**config.mk**
```make
export PLATFORM = sky130hd
export DESIGN_NAME = mem_stage
export DESIGN_NICKNAME = d
export VERILOG_FILES = /design/src/rtl/mem_stage.sv
export SDC_FILE = /design/constraint.sdc
export NUM_CORES = 1
export LEC_CHECK = 0
export CAP_MARGIN = 30
export CELL_PAD_IN_SITES_DETAIL_PLACEMENT = 0
export CELL_PAD_IN_SITES_GLOBAL_PLACEMENT = 1
export CORE_UTILIZATION = 35
export CTS_BUF_LIST = sky130_fd_sc_hd__clkbuf_8
export CTS_CLUSTER_DIAMETER = 30
export DETAILED_ROUTE_END_ITERATION = 12
export PLACE_DENSITY = 0.85
export SLEW_MARGIN = 20
export SYNTH_ARGS = -nofsm -noshare
export SYNTH_HDL_FRONTEND = slang
export SYNTH_SLANG_ARGS = --single-unit
```
**constraint.sdc**
```tcl
create_clock -name clk -period 6.4 [get_ports clk]
set_clock_uncertainty 0.05 [all_clocks]
set_input_delay 0.64 -clock clk [delete_from_list [all_inputs] [get_ports clk]]
set_output_delay 0.64 -clock clk [all_outputs]
set_load 0.01 [all_outputs]
```
**src/rtl/mem_stage.sv**
```systemverilog
// Memory-access stage: EX/MEM register, data-memory handshake with big-endian
// lane steering, load extension and the MEM/WB register feeding writeback.
module mem_stage #(
  parameter int TIMEOUT = 15
) (
  input  logic        clk,
  input  logic        reset,
  input  logic        ex_valid,
  input  logic [0:31] aluResult,
  input  logic [0:31] storeData,
  input  logic [0:31] nextPC,
  input  logic [0:4]  destReg,
  input  logic        RegWrite,
  input  logic        MemToReg,
  input  logic        MemWrite,
  input  logic        loadSign,
  input  logic        PCtoReg,
  input  logic [0:1]  DSize,
  output logic [0:31] dmem_addr,
  output logic [0:31] dmem_wdata,
  output logic [0:3]  dmem_be,
  output logic        dmem_req,
  output logic        dmem_we,
  input  logic [0:31] dmem_rdata,
  input  logic        dmem_ready,
  output logic        mem_stall,
  output logic        wb_valid,
  output logic        wb_RegWrite,
  output logic [0:31] wb_data,
  output logic [0:4]  wb_destReg,
  output logic        mem_error
);

  localparam int CNT_W = ($clog2(TIMEOUT) > 4) ? $clog2(TIMEOUT) : 4;
  localparam logic [CNT_W-1:0] CNT_LAST = CNT_W'(TIMEOUT - 1);

  typedef enum logic {IDLE, ACCESS} state_e;

  typedef struct packed {
    logic [0:31] alu;
    logic [0:31] sd;
    logic [0:31] npc;
    logic [0:4]  dest;
    logic        regwrite;
    logic        memtoreg;
    logic        memwrite;
    logic        loadsign;
    logic        pctoreg;
    logic [0:1]  dsize;
  } exm_t;

  // lo is address bits [30:31]; lane 0 is the lowest address (bits [0:7]).
  function automatic logic is_misaligned(input logic [0:1] dsize, input logic [0:1] lo);
    case (dsize)
      2'b00:   return 1'b0;
      2'b01:   return lo[1];
      default: return lo != 2'b00;
    endcase
  endfunction

  function automatic logic [0:3] lane_be(input logic [0:1] dsize, input logic [0:1] lo);
    case (dsize)
      2'b00:   return 4'b1000 >> lo;
      2'b01:   return lo[0] ? 4'b0011 : 4'b1100;
      default: return 4'b1111;
    endcase
  endfunction

  function automatic logic [0:31] store_lanes(input logic [0:1] dsize, input logic [0:31] d);
    case (dsize)
      2'b00:   return {4{d[24:31]}};
      2'b01:   return {2{d[16:31]}};
      default: return d;
    endcase
  endfunction

  function automatic logic [0:31] load_extract(input logic [0:1] dsize, input logic [0:1] lo,
                                               input logic [0:31] rd, input logic sgn);
    logic [7:0]  b;
    logic [15:0] h;
    case (lo)
      2'd0:    b = rd[0:7];
      2'd1:    b = rd[8:15];
      2'd2:    b = rd[16:23];
      default: b = rd[24:31];
    endcase
    h = lo[0] ? rd[16:31] : rd[0:15];
    case (dsize)
      2'b00:   return {{24{sgn & b[7]}}, b};
      2'b01:   return {{16{sgn & h[15]}}, h};
      default: return rd;
    endcase
  endfunction

  state_e           state_q, state_d;
  logic [CNT_W-1:0] cnt_q, cnt_d;
  logic             exm_valid_q, exm_valid_d;
  exm_t             exm_q, exm_d;
  logic             wb_valid_q, wb_valid_d;
  logic             wb_regwrite_q, wb_regwrite_d;
  logic [0:31]      wb_data_q, wb_data_d;
  logic [0:4]       wb_dest_q, wb_dest_d;

  logic in_access, abort, misal, new_access, retire;

  assign in_access  = (state_q == ACCESS);
  assign abort      = in_access & !dmem_ready & (cnt_q == CNT_LAST);
  assign mem_stall  = in_access & !dmem_ready & !abort;
  assign misal      = exm_valid_q & (exm_q.memtoreg | exm_q.memwrite)
                    & is_misaligned(exm_q.dsize, exm_q.alu[30:31]);
  assign new_access = !mem_stall & ex_valid & (MemToReg | MemWrite)
                    & !is_misaligned(DSize, aluResult[30:31]);
  assign retire     = !mem_stall & exm_valid_q & !misal & !abort;
  assign mem_error  = misal | abort;

  // Request fields are gated so they read zero whenever no access is in flight.
  assign dmem_req   = in_access;
  assign dmem_we    = in_access & exm_q.memwrite;
  assign dmem_addr  = in_access ? {exm_q.alu[0:29], 2'b00} : '0;
  assign dmem_wdata = in_access ? store_lanes(exm_q.dsize, exm_q.sd) : '0;
  assign dmem_be    = in_access ? lane_be(exm_q.dsize, exm_q.alu[30:31]) : '0;

  assign wb_valid    = wb_valid_q;
  assign wb_RegWrite = wb_regwrite_q;
  assign wb_data     = wb_data_q;
  assign wb_destReg  = wb_dest_q;

  always_comb begin
    state_d     = state_q;
    cnt_d       = cnt_q;
    exm_valid_d = exm_valid_q;
    exm_d       = exm_q;
    if (!mem_stall) begin
      exm_valid_d = ex_valid;
      exm_d       = '{alu: aluResult, sd: storeData, npc: nextPC, dest: destReg,
                      regwrite: RegWrite, memtoreg: MemToReg, memwrite: MemWrite,
                      loadsign: loadSign, pctoreg: PCtoReg, dsize: DSize};
    end
    case (state_q)
      IDLE: begin
        if (new_access) begin
          state_d = ACCESS;
          cnt_d   = '0;
        end
      end
      default: begin
        if (dmem_ready | abort) begin
          state_d = new_access ? ACCESS : IDLE;
          cnt_d   = '0;
        end else if (cnt_q != '1) begin
          cnt_d = cnt_q + CNT_W'(1);
        end
      end
    endcase
  end

  always_comb begin
    wb_valid_d    = retire;
    wb_regwrite_d = retire & exm_q.regwrite;
    wb_data_d     = wb_data_q;
    wb_dest_d     = wb_dest_q;
    if (retire) begin
      wb_dest_d = exm_q.dest;
      if (exm_q.pctoreg)
        wb_data_d = exm_q.npc;
      else if (exm_q.memtoreg)
        wb_data_d = load_extract(exm_q.dsize, exm_q.alu[30:31], dmem_rdata, exm_q.loadsign);
      else
        wb_data_d = exm_q.alu;
    end
  end

  // EX/MEM and MEM/WB stage boundary
  always_ff @(posedge clk or posedge reset) begin
    if (reset) begin
      state_q       <= IDLE;
      cnt_q         <= '0;
      exm_valid_q   <= 1'b0;
      wb_valid_q    <= 1'b0;
      wb_regwrite_q <= 1'b0;
      wb_data_q     <= '0;
      wb_dest_q     <= '0;
    end else begin
      state_q       <= state_d;
      cnt_q         <= cnt_d;
      exm_valid_q   <= exm_valid_d;
      wb_valid_q    <= wb_valid_d;
      wb_regwrite_q <= wb_regwrite_d;
      wb_data_q     <= wb_data_d;
      wb_dest_q     <= wb_dest_d;
    end
  end

  always_ff @(posedge clk) begin
    exm_q <= exm_d;
  end

endmodule
```
==> results of run 1 <==
==> flip-flops by register name (all words and copies together) (netlist names) <==
| signal | flops |
|---|---|
| wb_data | 32 |
| dmem_req | 1 |
| wb_valid | 1 |
| wb_destReg | 5 |
| exm_valid_q | 1 |
| wb_RegWrite | 1 |
| cnt_q | 4 |
| exm_q | 108 |
==> worst paths after layout <==
check / start / endpoint / slack, ns / cells after the start
max in group asynchronous: reset / wb_data[22] / 5.33 / 3
worst max register to register: exm_q[1] / wb_data[20] / 3.12 / 6
worst min-delay path: exm_q[9] / wb_destReg[2] / 0.39 / 2
min in group asynchronous: reset / wb_data[11] / 0.45 / 2
worst min register to register: exm_q[9] / wb_destReg[2] / 0.39 / 2
worst max-delay path: exm_q[1] / dmem_wdata[22] / 2.45 / 6
==> kinds of logic (layout without fill, tap and decap cells) <==
group           after synthesis  count (layout)  synth area share [%]
buf+inv                      54             302                  3.83
compound gates              163             163                  14.6
other cells                   1               3                0.0539
simple gates                215             215                  14.1
flops                       153             153                  62.7
mux                          29              29                  4.38
fa+ha+maj                     2               2                 0.359
==> placed cells by master, fill, tap and decap left out, drive strengths merged, types with 2 or more instances in the layout <==
cell and count:
clkdlybuf4s50 252, edfxtp 108, nand2 90, nor2 70, a21oi 58, dfrtp 45
and2 40, o21ai 37, o22ai 28, mux2i 20, clkbuf 17, inv 14
mux2 9, a22oi 9, buf 8, o221ai 7, a211oi 7, clkinv 7
a221oi 6, or2 4, o2111ai 3, bufinv 3, nand3 2, nand2b 2
a31oi 2, o211ai 2, ha 2, conb 2
==> power by group <==
part / total, mW / internal (mW) / leakage (nW) / switching (mW)
Clock: 0.776 / 0.388 / 0.215 / 0.388
Combinational: 0.702 / 0.376 / 2.00 / 0.326
Sequential: 1.29 / 1.21 / 1.67 / 0.0827
Total: 2.77 / 1.97 / 3.88 / 0.797
==> cell type report <==
type | count | area [um2]
timing repair buffer | 260 | 2610
clock buffer | 17 | 234
inverter | 10 | 37.5
sequential | 153 | 4370
tap | 265 | 332
multi-input combinational | 411 | 2340
fill | 1760 | 9360
clock inverter | 15 | 176
antenna | 1 | 2.50
==> worst max-delay path, stage by stage, from the launching register on <==
cell	delay [ns]
edfxtp_1	0.61
buf_4	0.53
clkinv_1	0.42
nand2_1	0.40
nand2_1	0.10
a21oi_1	0.17
clkdlybuf4s50_1	0.56
==> per-stage QoR <==
| step | instances | setup slack [ns] | total power, mW | util [%] | area [um2] |
|---|---|---|---|---|---|
| after floorplan | 618 | 2.14 | 1.61 | - | 6970 |
| after global placement | 1096 | 2.97 | 2.00 | 49.5 | 9640 |
| after detailed placement | 1099 | 2.91 | 2.02 | 49.8 | 9690 |
| after CTS | 1131 | 2.38 | 2.79 | 51.9 | 10100 |
| after global routing | 1131 | 2.19 | 2.90 | 51.9 | 10100 |
| final | 1132 | 2.45 | 2.77 | 51.9 | 10100 |
==> layer usage <==
metal | global-route usage (%) | part of all wire [%]
met5 | 0 | 0
met4 | 7.24 | 1.6
met3 | 7.61 | 9.4
met2 | 34.8 | 47
met1 | 27.2 | 42
==> impl_metrics.toml, run 1 <==
[setup_path]
cp_max_fo = 47
critPathKind = "reg2out"
arrival_ns = 3.26
endpoint_kind = "output port"
worst_setup_path_start_kind = "flip-flop"
required_ns = 5.71

[clock_tree]
ctsHtreeMaxLevel = 4
insertion_delay_ns = 0.45
ctsHoldBuffers = 0
post_cts_resized = 0
cts_sinks = 153
clk_pin_slew_ns = 0.08
root_buffer = "clkbuf_8"
post_cts_buffers = 0
cts_tree = "yes"
numCtsBuffers = 17
cts_buffer_depth = 2

[synth]
netlist_top_cells_area = "edfxtp_1 (47%), dfrtp_1 (16%), nand2_1 (4.9%)"
yosysMostFrequentCell = "edfxtp_1"
ys_seq_elements = 153
synth.avg_cell_area_um2 = 11.3
synthArstFlopShare_pct = 29.4
yosys.area.top_type_share_pct = 46.6
synth_area_leader_cell = "edfxtp_1"
ys_types = 46
yosys_warnings = 0
synthFlopType = "edfxtp_1"
synth_commonest_cells = "edfxtp_1 (108), nand2_1 (90), nor2_1 (70)"
netlist_area_um2 = 6960
yosysSeqAreaShare_pct = 62.7
synth_edf_count = 108
synth_cells = 617

[finish]
area_delta_synth_final_pct = 45.0
num-nets-final = 999
drive_above_1_share_pct = 7.27

[floorplanning]
core_um2 = 19500
ios = 255
die_w_um = 143
rows = 51
die_y_um = 143
dieArea_um2 = 20500
initial_core_util_pct = 35.8

[sta]
tns_ns = 0
hold_viol_final = 0
finalCritPeriodShare_pct = 61.7
rsz0062_at_grt = "no"
fin_hold_ws_ns = 0.393
fin_crit_ns = 3.95
setup_viol = 0
max_freq_mhz = 253
tightest_slew_ns = 0.866
drv_slew = 0
relSlewSlack_pct = 42.2

[route]
vias_per_cell = 4.97
dr.pass1.iters = 4
drcViolationCount = 0
vias = 5622
wire_per_inst_um = 19.2
wl_um = 21700
antenna_left = 0
drt_iter0_markers = 218

[grt]
grt_pass1_vias = 5608
grtUsageTotal_pct = 21.7
grt_overflow = 0
grt_max_degree = 67
grt_pass1_wl_um = 32300
antenna_found_initial = 2

[min_path]
hp-class = "reg2reg"

[run_status]
status = "complete, no violations"

[power_and_ir_drop]
leakage_nw = 3.88
ir_drop_uv = 159
power.density_nw_per_um2 = 274

[run]
drv_cap = 0

[placed_design]
io_buffers = 252
place_congestion = 0.810
post-dp-hpwl_um = 15900
Note: power is estimated with default switching activity, not from simulation.
==> run 2, diff against run 1 <==
Clock period 6.4 ns to 4.1 ns, I/O delays scaled along.
==> run 2 against run 1 <==
Net effect: non-clock buffer count is 2 higher; sequential share of layout area hardly changed; hold slack worse by 0.19 ns; cell area hardly changed; critical path depth is 1 lower; sequential power is 57% higher; die area stayed put; final cell count hardly changed; register-to-register slack worse by 1.8 ns; clock power is 57% higher; routed wire length is 0.34% higher; largest cell class unchanged; highest routed layer is now met5.
==> impl_metrics.toml, run 2 (synthesized netlist as in run 1, its figures left out) <==
[grt]
grt_max_degree = 70
grt_overflow = 0
grtUsageTotal_pct = 21.7
grt_pass1_vias = 5525
antenna_found_initial = 1
grt_pass1_wl_um = 32100

[sta]
drv_slew = 0
setup_viol = 0
tns_ns = 0
rsz0062_at_grt = "no"
fin_hold_ws_ns = 0.199
hold_viol_final = 0
finalCritPeriodShare_pct = 82.0
max_freq_mhz = 297
relSlewSlack_pct = 38.8
tightest_slew_ns = 0.918
fin_crit_ns = 3.36

[power_and_ir_drop]
ir_drop_uv = 191
power.density_nw_per_um2 = 429
leakage_nw = 3.89

[setup_path]
rrSetupSlack_ns = 1.35
critPathKind = "reg2out"
required_ns = 3.64
crit_end = "dmem_wdata[23]"
critPathBufInv = 2
worstPathCellList = "clkinv_1 -> nand2_1 -> nand2_1 -> a21oi_1 -> clkdlybuf4s50_1"
cp_common_cell = "nand2_1"
timing.rr.start = "exm_q[0]"
crit_path_start = "exm_q[1]"
cp_slowest_stage_delay_ns = 0.74
worst_setup_path_start_kind = "flip-flop"
cp_max_fo = 17
cpLargestDelayFamily = "buffers and inverters"
rr_endpoint = "wb_data[17]"
crit_slowest_cell = "edfxtp_1"
arrival_ns = 2.90
cp.depth = 5
endpoint_kind = "output port"
r2r_cells = 7

[floorplanning]
dieArea_um2 = 20500
ios = 255
core_um2 = 19500
initial_core_util_pct = 35.8
die_w_um = 143
die_y_um = 143
rows = 51

[route]
vias = 5627
antenna_left = 0
wl_um = 21800
dr.pass1.iters = 5
drcViolationCount = 0
vias_per_cell = 4.97
wire_per_inst_um = 19.2
drt_iter0_markers = 341

[clock_tree]
cts_tree = "yes"
ctsHoldBuffers = 0
clk_pin_slew_ns = 0.10
ctsHtreeMaxLevel = 4
root_buffer = "clkbuf_8"
post_cts_buffers = 0
post_cts_resized = 0
insertion_delay_ns = 0.46
cts_buffer_depth = 2
numCtsBuffers = 17
cts_sinks = 153

[finish]
top_register = "exm_q"
fill_cells = 1762
num-nets-final = 1001
largest_reg_flops = 108
mostFrequentLayoutCells = "clkdlybuf4s50_1 (252), edfxtp_1 (108), nand2_1 (89)"
area_delta_synth_final_pct = 45.1
drive_above_1_share_pct = 7.72
final_common_cell = "clkdlybuf4s50_1"
design_area_um2 = 10100
stdcell_count = 1133
antennaDiodeCount = 0

[run_status]
status = "complete, no violations"

[min_path]
hp-class = "in2async"

[run]
drv_cap = 0

[placed_design]
place_congestion = 0.811
post-dp-hpwl_um = 15700
place_area_um2 = 9680
io_buffers = 252
dp.cells = 1100
[run 2: worst min-delay path by stage]
stage               slack (ns)            end  startpoint  depth (start not counted)
floorplan                 0.36  wb_destReg[0]   exm_q[11]                          2
global placement          0.37  wb_destReg[1]   exm_q[10]                          2
detailed placement        0.38  wb_destReg[1]   exm_q[10]                          2
CTS                       0.19    wb_data[12]       reset                          2
global route              0.21    wb_data[11]       reset                          2
finish                    0.20    wb_data[12]       reset                          2
[run 2: routing by layer]
metal  GRT usage, %  routed length [um]  vias to the layer above
li1               -                   -                     2698
met1           28.0                9250                     2639
met2           34.1               10100                      259
met3           6.74                1970                       29
met4           7.81                 474                        2
met5              0                  15                        -
[run 2: per-stage QoR]
stage | util [%] | setup slack [ns] | power, mW
2_1_floorplan | - | 0.0703 | 2.51
3_3_place_gp | 49.6 | 1.19 | 3.13
3_5_place_dp | 49.7 | 1.05 | 3.15
4_1_cts | 51.8 | 0.668 | 4.36
5_1_grt | 51.9 | 0.469 | 4.54
6_report | 51.9 | 0.737 | 4.33
[run 2: power breakdown]
group          internal (mW)  total, mW  switching [mW]
clock                  0.575       1.22           0.641
combinational          0.589       1.10           0.507
sequential              1.89       2.02           0.134
total                   3.05       4.33            1.28
[run 2: layout make-up]
cell class                      count  area, um2  share of cell area (%)
Clock inverter                     14        159                    1.57
Timing Repair Buffer              262       2620                    25.9
Clock buffer                       18        248                    2.45
Inverter                           10       37.5                   0.372
Sequential cell                   153       4370                    43.3
Multi-Input combinational cell    411       2340                    23.2
Tap cell                          265        332                    3.28
==> run 3, diff against run 2 <==
Clock period 4.1 ns to 3.28 ns, I/O delays scaled along.
==> run 3 against run 2 <==
Net effect: die area did not move; sequential power up 24%; clock-buffer cell count increased by 1; final cell count grew 0.53%; non-clock buffer count increased by 6; combinational power rose by 26%; critical path type unchanged; largest cell class unchanged; sequential share of layout area fell by 0.29 points; sequential cell count did not move; first-iteration DRC count decreased by 20%; total power up 26%; critical endpoint is now dmem_wdata[20].
==> impl_metrics.toml, run 3 (synthesized netlist as in run 1, its figures left out) <==
[setup_path]
cp_max_fo = 30
endpoint_kind = "output port"
crit_slowest_cell = "clkdlybuf4s50_1"
critPathKind = "reg2out"
worstPathCellList = "buf_4 -> nor2_1 -> nand2_1 -> a21oi_1 -> clkdlybuf4s50_1"
worst_setup_path_start_kind = "flip-flop"
cp_slowest_stage_delay_ns = 0.57
required_ns = 2.90
cpLargestDelayFamily = "buffers and inverters"
arrival_ns = 2.53
critPathBufInv = 2

[clock_tree]
post_cts_buffers = 0
ctsHoldBuffers = 0
insertion_delay_ns = 0.46
cts_tree = "yes"
cts_buffer_depth = 2
cts_sinks = 153
post_cts_resized = 0
clk_pin_slew_ns = 0.09
root_buffer = "clkbuf_8"
ctsHtreeMaxLevel = 4
numCtsBuffers = 17

[route]
wl_um = 21800
vias_per_cell = 4.95
drcViolationCount = 0
vias = 5642
antenna_left = 0
drt_iter0_markers = 273
dr.pass1.iters = 5
wire_per_inst_um = 19.2

[power_and_ir_drop]
p_seq_share_pct = 46.1
p_total_mw = 5.44
power.density_nw_per_um2 = 535
ir_drop_uv = 349
leakage_nw = 3.92
pwr-share-clk_pct = 28.4
p_int_mw = 3.90
swShare_pct = 28.4
combPwrFrac_pct = 25.5
p_switching_mw = 1.54

[sta]
fin_hold_ws_ns = 0.146
tns_ns = 0
layout_setup_ws_ns = 0.371
tightest_slew_ns = 0.741
drv_slew = 0
finalCritPeriodShare_pct = 88.7
fin_crit_ns = 2.91
rsz0062_at_grt = "no"
relSlewSlack_pct = 50.6
hold_viol_final = 0
max_freq_mhz = 344
setup_viol = 0

[finish]
largest_reg_flops = 108
num-nets-final = 1007
antennaDiodeCount = 0
area_delta_synth_final_pct = 46.1
final_common_cell = "clkdlybuf4s50_1"
drive_above_1_share_pct = 8.24
mostFrequentLayoutCells = "clkdlybuf4s50_1 (252), edfxtp_1 (108), nand2_1 (89)"
top_register = "exm_q"

[floorplanning]
initial_core_util_pct = 35.8
die_w_um = 143
core_um2 = 19500
dieArea_um2 = 20500
rows = 51
ios = 255
die_y_um = 143

[run_status]
status = "complete, no violations"

[grt]
grt_max_degree = 113
grtUsageTotal_pct = 21.7
grt_overflow = 0
antenna_found_initial = 1
grt_pass1_vias = 5633
grt_pass1_wl_um = 32100

[placed_design]
dpl_worst_slack_ns = 0.839
io_buffers = 252
post-dp-hpwl_um = 15800
place_congestion = 0.778

[min_path]
hp-class = "in2async"

[run]
drv_cap = 0
## run 3: changes by cell type in the layout (fill, tap and decap cells not counted), sizes merged
cell	previous run	this run
bufinv	2	3
inv	17	14
clkinvlp	0	2
clkinv	5	4
buf	10	16
clkbuf	18	19
## run 3: through the flow
step	util, %	area (um2)	instances
after global placement	50.0	9720	1106
after floorplan	-	6970	618
after CTS	52.3	10200	1139
after detailed placement	50.1	9740	1107
after global routing	52.3	10200	1139
final	52.3	10200	1139
## run 3: power groups by stage
stage,Combinational (mW),Sequential (mW),Clock [mW]
6_report,1.39,2.51,1.54
5_1_grt,1.51,2.54,1.67
4_1_cts,1.40,2.51,1.59
3_5_place_dp,1.40,2.56,0
3_3_place_gp,1.38,2.55,0
2_1_floorplan,0.552,2.59,0
## run 3: worst paths after layout
| path | slack, ns | cells after the start | endpoint | startpoint |
|---|---|---|---|---|
| max in group asynchronous | 2.51 | 3 | wb_data[18] | reset |
| min in group clk | 0.37 | 1 | exm_q[97] | aluResult[10] |
| hold / removal | 0.15 | 2 | wb_data[9] | reset |
| hold reg to reg | 0.41 | 2 | wb_destReg[1] | exm_q[10] |
| setup reg to reg | 0.91 | 7 | wb_data[25] | exm_q[77] |
| setup / recovery | 0.37 | 5 | dmem_wdata[20] | exm_q[1] |
## run 3: area by class of cell
cell class	count	area, um2
clock inverters	13	164
well taps	265	332
multi-input cells	411	2340
inverters	10	37.5
repair buffers	268	2670
clock buffers	19	262
flip-flops and latches	153	4370
fillers	1740	9290
## run 3: per-layer routing
layer  track usage [%]  vias to the layer above  part of all wire (%)
met5                 0                        -                     0
met4              6.34                        0                   1.4
met3              7.01                       20                   9.0
met2              35.7                      246                    48
met1              27.2                     2662                    41
li1                  -                     2714                     -
## run 3: worst register-to-register path: stages, from the launching register on
cell      delay, ns
edfxtp_1       0.60
o21ai_0        0.24
a21oi_1        0.10
or2_4          0.26
inv_1          0.54
buf_4          0.29
o21ai_0        0.10
o21ai_1        0.13
